## src/rtl/axi4l_reg_slice.sv

```systemverilog
// AXI4-Lite register slice: one 2-entry skid buffer per channel.
// Every output is a flop, so no combinational path crosses the slice.

module axi4l_reg_slice_buf #(
  parameter int W = 8
) (
  input  logic         aclk,
  input  logic         aresetn,
  input  logic         in_valid,
  output logic         in_ready,
  input  logic [W-1:0] in_data,
  output logic         out_valid,
  input  logic         out_ready,
  output logic [W-1:0] out_data
);

  typedef enum logic [1:0] {
    EMPTY = 2'd0,
    ONE   = 2'd1,
    TWO   = 2'd2
  } state_e;

  state_e       state_q, state_d;
  logic [W-1:0] main_q, main_d;
  logic [W-1:0] skid_q, skid_d;
  logic         in_ready_q, in_ready_d;
  logic         out_valid_q, out_valid_d;
  logic         push, pop;

  assign push = in_valid & in_ready_q;
  assign pop  = out_valid_q & out_ready;

  always_comb begin
    state_d = state_q;
    main_d  = main_q;
    skid_d  = skid_q;
    case (state_q)
      EMPTY: begin
        if (push) begin
          main_d  = in_data;
          state_d = ONE;
        end
      end
      ONE: begin
        if (push && pop) begin
          main_d = in_data;
        end else if (pop) begin
          state_d = EMPTY;
        end else if (push) begin
          skid_d  = in_data;
          state_d = TWO;
        end
      end
      TWO: begin
        if (pop) begin
          main_d  = skid_q;
          state_d = ONE;
        end
      end
      default: state_d = EMPTY;
    endcase
    out_valid_d = (state_d != EMPTY);
    in_ready_d  = (state_d != TWO);
  end

  // ready stays low through reset and rises on the first clean edge
  always_ff @(posedge aclk) begin
    if (!aresetn) begin
      state_q     <= EMPTY;
      main_q      <= '0;
      skid_q      <= '0;
      in_ready_q  <= 1'b0;
      out_valid_q <= 1'b0;
    end else begin
      state_q     <= state_d;
      main_q      <= main_d;
      skid_q      <= skid_d;
      in_ready_q  <= in_ready_d;
      out_valid_q <= out_valid_d;
    end
  end

  assign in_ready  = in_ready_q;
  assign out_valid = out_valid_q;
  assign out_data  = main_q;

endmodule

module axi4l_reg_slice #(
  parameter int C_ADDR_WIDTH = 12,
  parameter int C_DATA_WIDTH = 32
) (
  input  logic                      aclk,
  input  logic                      aresetn,
  input  logic [C_ADDR_WIDTH-1:0]   s_axi_awaddr,
  input  logic [2:0]                s_axi_awprot,
  input  logic                      s_axi_awvalid,
  output logic                      s_axi_awready,
  input  logic [C_DATA_WIDTH-1:0]   s_axi_wdata,
  input  logic [C_DATA_WIDTH/8-1:0] s_axi_wstrb,
  input  logic                      s_axi_wvalid,
  output logic                      s_axi_wready,
  output logic [1:0]                s_axi_bresp,
  output logic                      s_axi_bvalid,
  input  logic                      s_axi_bready,
  input  logic [C_ADDR_WIDTH-1:0]   s_axi_araddr,
  input  logic [2:0]                s_axi_arprot,
  input  logic                      s_axi_arvalid,
  output logic                      s_axi_arready,
  output logic [C_DATA_WIDTH-1:0]   s_axi_rdata,
  output logic [1:0]                s_axi_rresp,
  output logic                      s_axi_rvalid,
  input  logic                      s_axi_rready,
  output logic [C_ADDR_WIDTH-1:0]   m_axi_awaddr,
  output logic [2:0]                m_axi_awprot,
  output logic                      m_axi_awvalid,
  input  logic                      m_axi_awready,
  output logic [C_DATA_WIDTH-1:0]   m_axi_wdata,
  output logic [C_DATA_WIDTH/8-1:0] m_axi_wstrb,
  output logic                      m_axi_wvalid,
  input  logic                      m_axi_wready,
  input  logic [1:0]                m_axi_bresp,
  input  logic                      m_axi_bvalid,
  output logic                      m_axi_bready,
  output logic [C_ADDR_WIDTH-1:0]   m_axi_araddr,
  output logic [2:0]                m_axi_arprot,
  output logic                      m_axi_arvalid,
  input  logic                      m_axi_arready,
  input  logic [C_DATA_WIDTH-1:0]   m_axi_rdata,
  input  logic [1:0]                m_axi_rresp,
  input  logic                      m_axi_rvalid,
  output logic                      m_axi_rready
);

  localparam int AW_W = C_ADDR_WIDTH + 3;
  localparam int W_W  = C_DATA_WIDTH + C_DATA_WIDTH / 8;
  localparam int R_W  = C_DATA_WIDTH + 2;

  if (C_DATA_WIDTH != 32 && C_DATA_WIDTH != 64) begin : g_bad_width
    $error("axi4l_reg_slice: C_DATA_WIDTH must be 32 or 64");
  end

  logic [AW_W-1:0] aw_out, ar_out;
  logic [W_W-1:0]  w_out;
  logic [R_W-1:0]  r_out;
  logic [1:0]      b_out;

  axi4l_reg_slice_buf #(.W(AW_W)) u_aw (
    .aclk      (aclk),
    .aresetn   (aresetn),
    .in_valid  (s_axi_awvalid),
    .in_ready  (s_axi_awready),
    .in_data   ({s_axi_awaddr, s_axi_awprot}),
    .out_valid (m_axi_awvalid),
    .out_ready (m_axi_awready),
    .out_data  (aw_out)
  );

  axi4l_reg_slice_buf #(.W(W_W)) u_w (
    .aclk      (aclk),
    .aresetn   (aresetn),
    .in_valid  (s_axi_wvalid),
    .in_ready  (s_axi_wready),
    .in_data   ({s_axi_wdata, s_axi_wstrb}),
    .out_valid (m_axi_wvalid),
    .out_ready (m_axi_wready),
    .out_data  (w_out)
  );

  axi4l_reg_slice_buf #(.W(2)) u_b (
    .aclk      (aclk),
    .aresetn   (aresetn),
    .in_valid  (m_axi_bvalid),
    .in_ready  (m_axi_bready),
    .in_data   (m_axi_bresp),
    .out_valid (s_axi_bvalid),
    .out_ready (s_axi_bready),
    .out_data  (b_out)
  );

  axi4l_reg_slice_buf #(.W(AW_W)) u_ar (
    .aclk      (aclk),
    .aresetn   (aresetn),
    .in_valid  (s_axi_arvalid),
    .in_ready  (s_axi_arready),
    .in_data   ({s_axi_araddr, s_axi_arprot}),
    .out_valid (m_axi_arvalid),
    .out_ready (m_axi_arready),
    .out_data  (ar_out)
  );

  axi4l_reg_slice_buf #(.W(R_W)) u_r (
    .aclk      (aclk),
    .aresetn   (aresetn),
    .in_valid  (m_axi_rvalid),
    .in_ready  (m_axi_rready),
    .in_data   ({m_axi_rdata, m_axi_rresp}),
    .out_valid (s_axi_rvalid),
    .out_ready (s_axi_rready),
    .out_data  (r_out)
  );

  assign {m_axi_awaddr, m_axi_awprot} = aw_out;
  assign {m_axi_wdata, m_axi_wstrb}   = w_out;
  assign s_axi_bresp                  = b_out;
  assign {m_axi_araddr, m_axi_arprot} = ar_out;
  assign {s_axi_rdata, s_axi_rresp}   = r_out;

endmodule

```

## config.mk

```make
export PLATFORM = sky130hd
export DESIGN_NAME = axi4l_reg_slice
export DESIGN_NICKNAME = d
export VERILOG_FILES = /design/src/rtl/axi4l_reg_slice.sv
export SDC_FILE = /design/constraint.sdc
export NUM_CORES = 1
export LEC_CHECK = 0
export ABC_AREA = 1
export ABC_CLOCK_PERIOD_IN_PS = 1500
export BUFFER_PORTS_ARGS = -buffer_cell sky130_fd_sc_hd__buf_2
export CAP_MARGIN = 40
export CORE_UTILIZATION = 53
export DETAILED_ROUTE_END_ITERATION = 8
export GPL_ROUTABILITY_DRIVEN = 0
export GPL_TIMING_DRIVEN = 0
export PLACE_DENSITY = 0.74
export SLEW_MARGIN = 20
export SYNTH_ARGS = -nofsm -noshare
export SYNTH_HDL_FRONTEND = slang
export SYNTH_SLANG_ARGS = --single-unit
```

## constraint.sdc

```tcl
create_clock -name aclk -period 1.5 [get_ports aclk]
set_input_delay 0.15 -clock aclk [delete_from_list [all_inputs] [get_ports aclk]]
set_output_delay 0.15 -clock aclk [all_outputs]
set_load 0.02 [all_outputs]
```

* After elaboration in Yosys (flattened, before gate mapping)
Cells that the tools add are included.
Cells by class: equality and inequality tests 30, multiplexer cells 50, bitwise logic cells 20, reduce and logical (&&, ||, !) cells 30
Operators with widths (number):
- two-way mux 36 bit | 3
- case mux 36 bit (3 select lines) | 1
- two-way mux 34 bit | 3
- case mux 34 bit (3 select lines) | 1
- two-way mux 15 bit | 6
- case mux 15 bit (3 select lines) | 2
- two-way mux 2 bit | 28
- AND reduction 4 bit | 10
- case mux 2 bit (3 select lines) | 6
- != test 2 x 1 -> 1 bit, second input constant | 15
- nonzero test 3 bit | 5
- AND 1 bit | 10
- == test 2 x 1 -> 1 bit, second input constant | 5
- == test 2 bit, second input constant | 5
- zero test 2 bit | 5
- != test 2 bit, second input constant | 5
- inverter 1 bit | 10
- nonzero test 2 bit | 5
- logical AND 1 bit | 5
Word-level totals: register bits 224, input port bits 114, logic and storage cells 155

* Longest topological paths before layout
Gate-level depths: netlist of run 1.
depth after elaboration 6, gate-level depth with buffers 9

* By module
From an unflattened synthesis of run 1, not the netlist that was laid out.
Unflattened totals: cells, all modules 1588, area, all modules 10463.8 µm²
By module, submodules not included:
- axi4l_reg_slice_buf at u_w | instances 1, cells each 531, area each 3628.5 µm², seq. area each 1521.5 µm²
- axi4l_reg_slice_buf at u_r | instances 1, cells each 537, area each 3430.8 µm², seq. area each 1441.4 µm²
- axi4l_reg_slice_buf at u_ar ... | instances 2, cells each 234, area each 1521.5 µm², seq. area each 680.7 µm²
- axi4l_reg_slice_buf at u_b | instances 1, cells each 52, area each 361.6 µm², seq. area each 160.2 µm²

* Least setup slack after synthesis of run 1
No wires, ideal clock.
path kind reg2reg, from register u_w.in_ready_q (netlist: u_w.in_ready), to register u_w.skid_q[10], setup time 0.111 ns, arrival 1.236 ns, slack 0.153 ns, stages on the path, launching flop included 7, clock period less this slack 1.347 ns, cells stage by stage dfxtp_1 -> nand2_1 -> nor2_4 -> clkbuf_1 -> nand3b_1 -> nand2_1 -> nor2_1
Between the ends: word-level cells in the longest chain between the ends 4
Ends and longest elaborated chain:
- start: declaration | line 26 | logic in_ready_q, in_ready_d;
- start signal: assignment | line 78 | in_ready_q <= in_ready_d;
- AND 1 bit * | line 30 | assign push = in_valid & in_ready_q;
- logical AND 1 bit | line 45 | if (push && pop) begin
- inverter 1 bit (no source line)
- AND reduction 4 bit (no source line) *
- end signal: assignment | line 77 | skid_q <= skid_d;
- end: declaration | line 25 | logic [W-1:0] skid_q, skid_d;
Every way passes the cells marked *; elsewhere a longest branch is shown, timed or not. A chain may end at the register's enable or synchronous reset.

* Worst setup path after layout of run 1
from register u_r.state_q[1], to register u_r.main_q[25] (netlist: u_r.out_data[25])
Between the ends: word-level cells in the longest chain between the ends 3, elaborated cells on any way between the ends 9
Ends and longest elaborated chain:
- start: declaration | line 23 | state_e state_q, state_d;
- start signal: assignment | line 75 | state_q <= state_d;
- == test 2 bit, or another cell as far along | line 37 | case (state_q)
- != test 2 x 1 -> 1 bit (no source line) / nonzero test 3 bit (equally long branches)
- AND reduction 4 bit (no source line)
- end signal: assignment | line 76 | main_q <= main_d;
- end: declaration | line 24 | logic [W-1:0] main_q, main_d;
Several ways; a longest one is shown, not always the timed one.

==> metrics.txt, run 1 <==
Post-synth ARST share=0%; LEAKAGE=7.17 nW; NumNets Final=2086; # IOs=226; Yosys cell types=21; Detailed Route WL=29.8 mm; initial antenna violation count=0; critical path class=flip-flop to flip-flop; power consumption=15.2 mW; core region area=18800 um^2; Final Skew=8.50 ps; Max Slew Vio Count=0; maximum fanout along the worst path=10; worst-case reg-to-reg path depth=7; clock root cell=clkbuf_16; Sink Count=224; first-pass GRT wire length=47.7 mm; Layout Utilization=72.8%; Syn Nets=1720; hold path cells=4; FP Rows=50; number of synthesized flops with an enable pin=0; Layout area overhead=33.9%; top cells by count, synth=534 x nand2_1, 386 x nor2_1, 224 x dfxtp_1, 122 x inv_1, 106 x nand3_1; Post-Syn Area=10200 um^2; Bufs on Longest Clock Path=3; Fin. Hold Viols=0; Starting Density=54.4%; RSZ-0062 raised after global routing=true; ranking of synthesized cells by area=dfxtp_1 44%, nand2_1 20%, nor2_1 14%; vias post-DR=11000; Post-Layout Cell Count=2248; register area share after synthesis=43.8%; placement-stage worst setup slack=-160 ps; Final Setup Violations=0; cell area after layout=13700 um^2; Die ar.=19900 um^2; placed cells=2091; Yosys Warn Count=0; die height=141 um; Min Clock Period, post-route=1450 ps; initial drt markers=659; vias in the first global route=10000; Overflow after GRT=0; clk slew on worst S/H paths=60 ps; PnR worst setup slack=50.4 ps; share of the synthesized area in the top cell type=43.8%; Slew @ Worst Pin=675 ps; power density over the cells=1110 nW/um^2; worst IR drop on VDD=0.837 mV; Fill cells=1567; DRC Markers=0; CTS tree=built; placed cell areas=11700 um^2; Synth Area per Inst=6.37 um^2; Initial DRT Pass Iterations=5; crit path launch type=flip-flop; Post-Syn Instances=1606; Setup crit end kind=flip-flop; largest net degree at the start of global routing=13; WL per Instance=13.2 um; CTS buffer count=25; Synth Flop Type=dfxtp_1; Seq cells post-synth=224; status=finished, final reports clean; Die X=141 um; Fmax=690 MHz; Slew headroom=55.0%; most frequent cell after synthesis=nand2_1; Max-Cap Viols=0; WP data arrival=1850 ps; fraction of the cycle the final worst path needs=96.6%; Via density=4.88; CTS H-tree lvls=1; proportion of layout cells with a drive suffix above 1=18.0%; total negative setup slack=0 ps; gr usage total=29.4%; number of diodes=0; Port Buf Inserts=225; largest area contributor in the netlist=dfxtp_1; Clk Latency, worst-skew pair=510 ps; Post-DRT Antenna Nets=0; Detail Placement HPWL=19.6 mm; Hold Path Class=input port to flip-flop; Final Hold Slack=17.1 ps; Worst EP required=1900 ps
cells by family after synthesis:
| logic type | after synthesis | share of synthesized area [%] |
|---|---|---|
| and+or+nand+nor | 1091 | 43.8 |
| DFF | 224 | 43.8 |
| buffers and inverters | 221 | 8.98 |
| AOI/OAI and AO/OA | 70 | 3.42 |
path summary, 6_finish.rpt:
path,from,to,slack [ps]
worst max-delay path,u_r.state_q[1],u_r.out_data[25],50
worst min-delay path,s_axi_awaddr[7],u_aw.skid_q[10],20
worst max register to register,u_r.state_q[1],u_r.out_data[25],50
worst min register to register,u_ar.skid_q[10],u_ar.skid_q[10],460
final cells by class:
cell class / instances / area (um^2) / share of cell area (%)
repair buffers: 339 / 2250 / 16.4
plain buffers: 94 / 504 / 3.68
inverters: 127 / 479 / 3.50
well taps: 260 / 325 / 2.37
multi-input cells: 1161 / 4870 / 35.6
flip-flops and latches: 224 / 4490 / 32.7
clock inverters: 1 / 5.00 / 0.0365
clock buffers: 42 / 779 / 5.69
where the power goes:
part           internal, mW  switching (mW)  total (mW)  leakage [nW]
combinational          1.05            1.72        2.76          4.96
sequential             6.35           0.209        6.56          1.83
clock                  3.49            2.37        5.87         0.386
total                  10.9            4.30        15.2          7.17
placed cells by master, fill, tap and decap left out, drive strengths merged:
| cell type | count |
|---|---|
| dfxtp | 224 |
| nand3 | 107 |
| o21ai | 40 |
| nand3b | 51 |
| dlygate4sd3 | 103 |
| and2 | 2 |
| clkinv | 1 |
| a21oi | 30 |
| buf | 281 |
| inv | 127 |
| nor2 | 391 |
| clkbuf | 91 |
| nand2 | 538 |
| nand4 | 2 |
flip-flops by register name, summed over array words and instances (netlist names), 2 cells and up:
| signal | count |
|---|---|
| u_w.state_q | 2 |
| u_b.state_q | 2 |
| u_r.out_data | 34 |
| u_r.state_q | 2 |
| u_ar.skid_q | 15 |
| u_b.out_data | 2 |
| u_aw.state_q | 2 |
| u_aw.skid_q | 15 |
| u_ar.state_q | 2 |
| u_w.skid_q | 36 |
| u_r.skid_q | 34 |
| u_aw.out_data | 15 |
| u_ar.out_data | 15 |
| u_w.out_data | 36 |
| u_b.skid_q | 2 |
critical path, stage by stage, from the launching register on:
cell	delay, ps
dfxtp_1	330
clkbuf_4	190
nand2_1	90
nand3_2	170
buf_6	200
buf_4	170
nor2_1	130
nor2_1	60
per-layer routing:
layer	track usage [%]	wire length [um]	share of wire, %	up-vias
li1	-	-	-	5619
met1	38.3	13200	44	4908
met2	49.9	13800	46	371
met3	3.13	1620	5.4	77
met4	12.0	1110	3.7	0
met5	0	0	0	-
timing repair:
action | 4_1_cts | 5_1_grt
resized for setup | 6 | 61
pin swaps | 0 | 2
endpoints found under the hold margin | 180 | 0
setup buffers | 0 | 11
hold buffers | 103 | 0
setup endpoints to repair | 30 | 171
(Power assumes the default switching activity.)
==> run 2: changes to the inputs <==
- BUFFER_PORTS_ARGS: -buffer_cell sky130_fd_sc_hd__buf_2 -> -buffer_cell sky130_fd_sc_hd__clkbuf_2
==> run 2 against run 1 <==
Effect of this change:
- sequential share of layout area decreased by 0.15 points
- setup slack better by 25 ps
- critical path depth shrank 1
- final area rose by 0.47%
- wire length shrank 0.70%
- critical path type unchanged
- critical endpoint unchanged
==> metrics.txt, run 2 (same netlist as run 1, synthesis figures left out) <==
WHS Endpoint=u_aw.out_data[14] (was u_aw.skid_q[10]); Final Setup Violations=0 (unchanged); most common cell after layout, fill and taps aside=nand2_1 (unchanged); Layout area overhead=34.5% (was 33.9%); die height=141 um (unchanged); placed cells=2091 (unchanged); Detailed Route WL=29.6 mm (was 29.8 mm); gr usage total=29.4% (about the same); WL per Instance=13.2 um (about the same); Max-Cap Viols=0 (unchanged); Fill cells=1571 (was 1567); Clk Latency, worst-skew pair=520 ps (was 510 ps); max incr delay on CP=330 ps (about the same); Max Slew Vio Count=0 (unchanged); Detail Placement HPWL=19.6 mm (about the same); clk slew on worst S/H paths=60 ps (about the same); Initial DRT Pass Iterations=5 (unchanged); Overflow after GRT=0 (unchanged); DRC Markers=0 (unchanged); crit path launch type=flip-flop (unchanged); clock root cell=clkbuf_16 (unchanged); FP Rows=50 (unchanged); Clock Power Share=40.4% (was 38.6%); Final Skew=14.3 ps (was 8.50 ps); crit-path cells=o21ai_0 > nand3_2 > buf_6 > buf_4 > nor2_1 > nor2_1 (was clkbuf_4 > nand2_1 > nand3_2 > buf_6 > buf_4 > nor2_1 > nor2_1); min-delay src=s_axi_awaddr[11] (was s_axi_awaddr[7]); Fin. Hold Viols=0 (unchanged); multi-input gate area in the final layout=4880 um^2 (was 4870 um^2); worst r2r src=u_r.state_q[1] (unchanged); # IOs=226 (unchanged); total negative setup slack=0 ps (unchanged); Crit path max-delay family=simple AND/OR/NAND/NOR gates (was buffers and inverters); initial antenna violation count=0 (unchanged); largest net degree at the start of global routing=13 (unchanged); CTS H-tree lvls=1 (unchanged); Register Area=4490 um^2 (about the same); WP buf/inv=2 (was 3); Hold Path Class=input port to flip-flop (unchanged); slowest stage cell, crit path=dfxtp_1 (unchanged); worst IR drop on VDD=0.926 mV (was 0.837 mV); Seq pwr share=41.9% (was 43.2%); vias in the first global route=10100 (was 10000); power consumption=15.7 mW (was 15.2 mW); Via density=4.90 (was 4.88); Fmax=702 MHz (was 690 MHz); Switch Pwr=4.36 mW (was 4.30 mW); Starting Density=54.4% (unchanged); sw frac=27.8% (was 28.3%); placement-stage worst setup slack=-207 ps (was -160 ps); power density over the cells=1140 nW/um^2 (was 1110 nW/um^2); Setup crit end kind=flip-flop (unchanged); Slew headroom=53.2% (was 55.0%); hold path cells=5 (was 4); vias post-DR=11000 (about the same); Port Buf Inserts=225 (unchanged); worst-case reg-to-reg path depth=6 (was 7); Worst EP required=1900 ps (about the same); register-to-register setup slack=70 ps (was 50 ps); PnR worst setup slack=74.9 ps (was 50.4 ps); number of diodes=0 (unchanged); internal cell power=11.3 mW (was 10.9 mW); Post-DRT Antenna Nets=0 (unchanged); WP data arrival=1820 ps (was 1850 ps); proportion of layout cells with a drive suffix above 1=18.2% (was 18.0%); initial drt markers=589 (was 659); most frequent cell on the critical path=nor2_1 (unchanged); CTS buffer count=25 (unchanged); Sink Count=224 (unchanged); fraction of the cycle the final worst path needs=95.0% (was 96.6%); critical path class=flip-flop to flip-flop (unchanged); Die ar.=19900 um^2 (unchanged); CTS tree=built (unchanged); Slew @ Worst Pin=701 ps (was 675 ps); Min Clock Period, post-route=1430 ps (was 1450 ps); Die X=141 um (unchanged); FF-to-FF End=u_r.out_data[25] (unchanged); maximum fanout along the worst path=10 (unchanged); Bufs on Longest Clock Path=3 (unchanged); first-pass GRT wire length=47.8 mm (was 47.7 mm); Combinational Power Share=17.7% (was 18.2%); Layout Utilization=73.1% (was 72.8%); most frequent cells in the layout=528 x nand2_1, 385 x nor2_1, 243 x clkbuf_2 (was 528 x nand2_1, 385 x nor2_1, 248 x buf_2); Post-Layout Cell Count=2245 (was 2248); NumNets Final=2080 (was 2086); core region area=18800 um^2 (unchanged); LEAKAGE=7.16 nW (was 7.17 nW); status=finished, final reports clean (unchanged)
[run 2: cell count changes in the layout (fill, tap and decap cells not counted), sizes merged]
cell         delta
bufinv          +2
clkinv          +1
clkbuf        +227
inv             +1
buf           -234
nand2           +1
dlygate4sd3     -1
[run 2: timing repair]
item / in CTS / in global routing
hold buffers: 102 / 0
hold endpoints to repair: 179 / 0
gates resized for setup: 6 / 73
pin swaps: 0 / 4
setup buffers: 0 / 7
gates cloned: 0 / 1
endpoints found under the setup margin: 37 / 166
[run 2: power by group through the flow]
stage | clock network, mW | registers (mW) | logic (mW)
4_1_cts | 6.40 | 6.55 | 2.68
5_1_grt | 6.66 | 6.61 | 3.08
6_report | 6.32 | 6.56 | 2.77
3_5_place_dp | 0 | 6.68 | 2.44
2_1_floorplan | 0 | 7.01 | 1.27
3_3_place_gp | 0 | 6.67 | 2.41
[run 2: worst max path at each step]
| stage | start | end | slack (ps) | cells after the start |
|---|---|---|---|---|
| finish | u_r.state_q[1] | u_r.out_data[25] | 70 | 6 |
| global route | u_w.state_q[0] | u_w.out_data[34] | -20 | 9 |
| CTS | u_aw.state_q[1] | u_aw.out_data[6] | 0.5 | 8 |
| detailed placement | aresetn | u_b.out_valid | -210 | 5 |
| global placement | aresetn | u_b.out_valid | -130 | 5 |
| floorplan | u_w.in_ready | u_w.skid_q[10] | 150 | 6 |
[run 2: cell type report]
type	instances	area share, %
plain buffers	92	3.78
multi-input cells	1162	35.5
clock inverters	5	0.572
flip-flops and latches	224	32.6
clock buffers	41	5.71
well taps	260	2.36
inverters	127	3.46
repair buffers	334	16.1
[run 2: metrics by stage]
stage | hold WS, ps | cell area, um^2
6_report | 26.8 | 13800
5_1_grt | 33.9 | 13800
4_1_cts | 3.76 | 13600
3_5_place_dp | 404 | 11700
3_3_place_gp | 402 | 11700
2_1_floorplan | 293 | 10200
[run 2: routing by layer]
metal / share of wire, % / track usage (%) / vias up / routed length (um)
met5: 0 / 0 / - / 0
met4: 3.0 / 11.0 / 0 / 897
met3: 6.2 / 4.08 / 67 / 1820
met2: 46 / 48.3 / 377 / 13700
met1: 45 / 39.3 / 4950 / 13200
li1: - / - / 5599 / -
[run 2: worst min-delay path: cells and delay by family]
kind                   cells  cell delay, ps
AND/OR/NAND/NOR            4             240
buffers and inverters      1             110
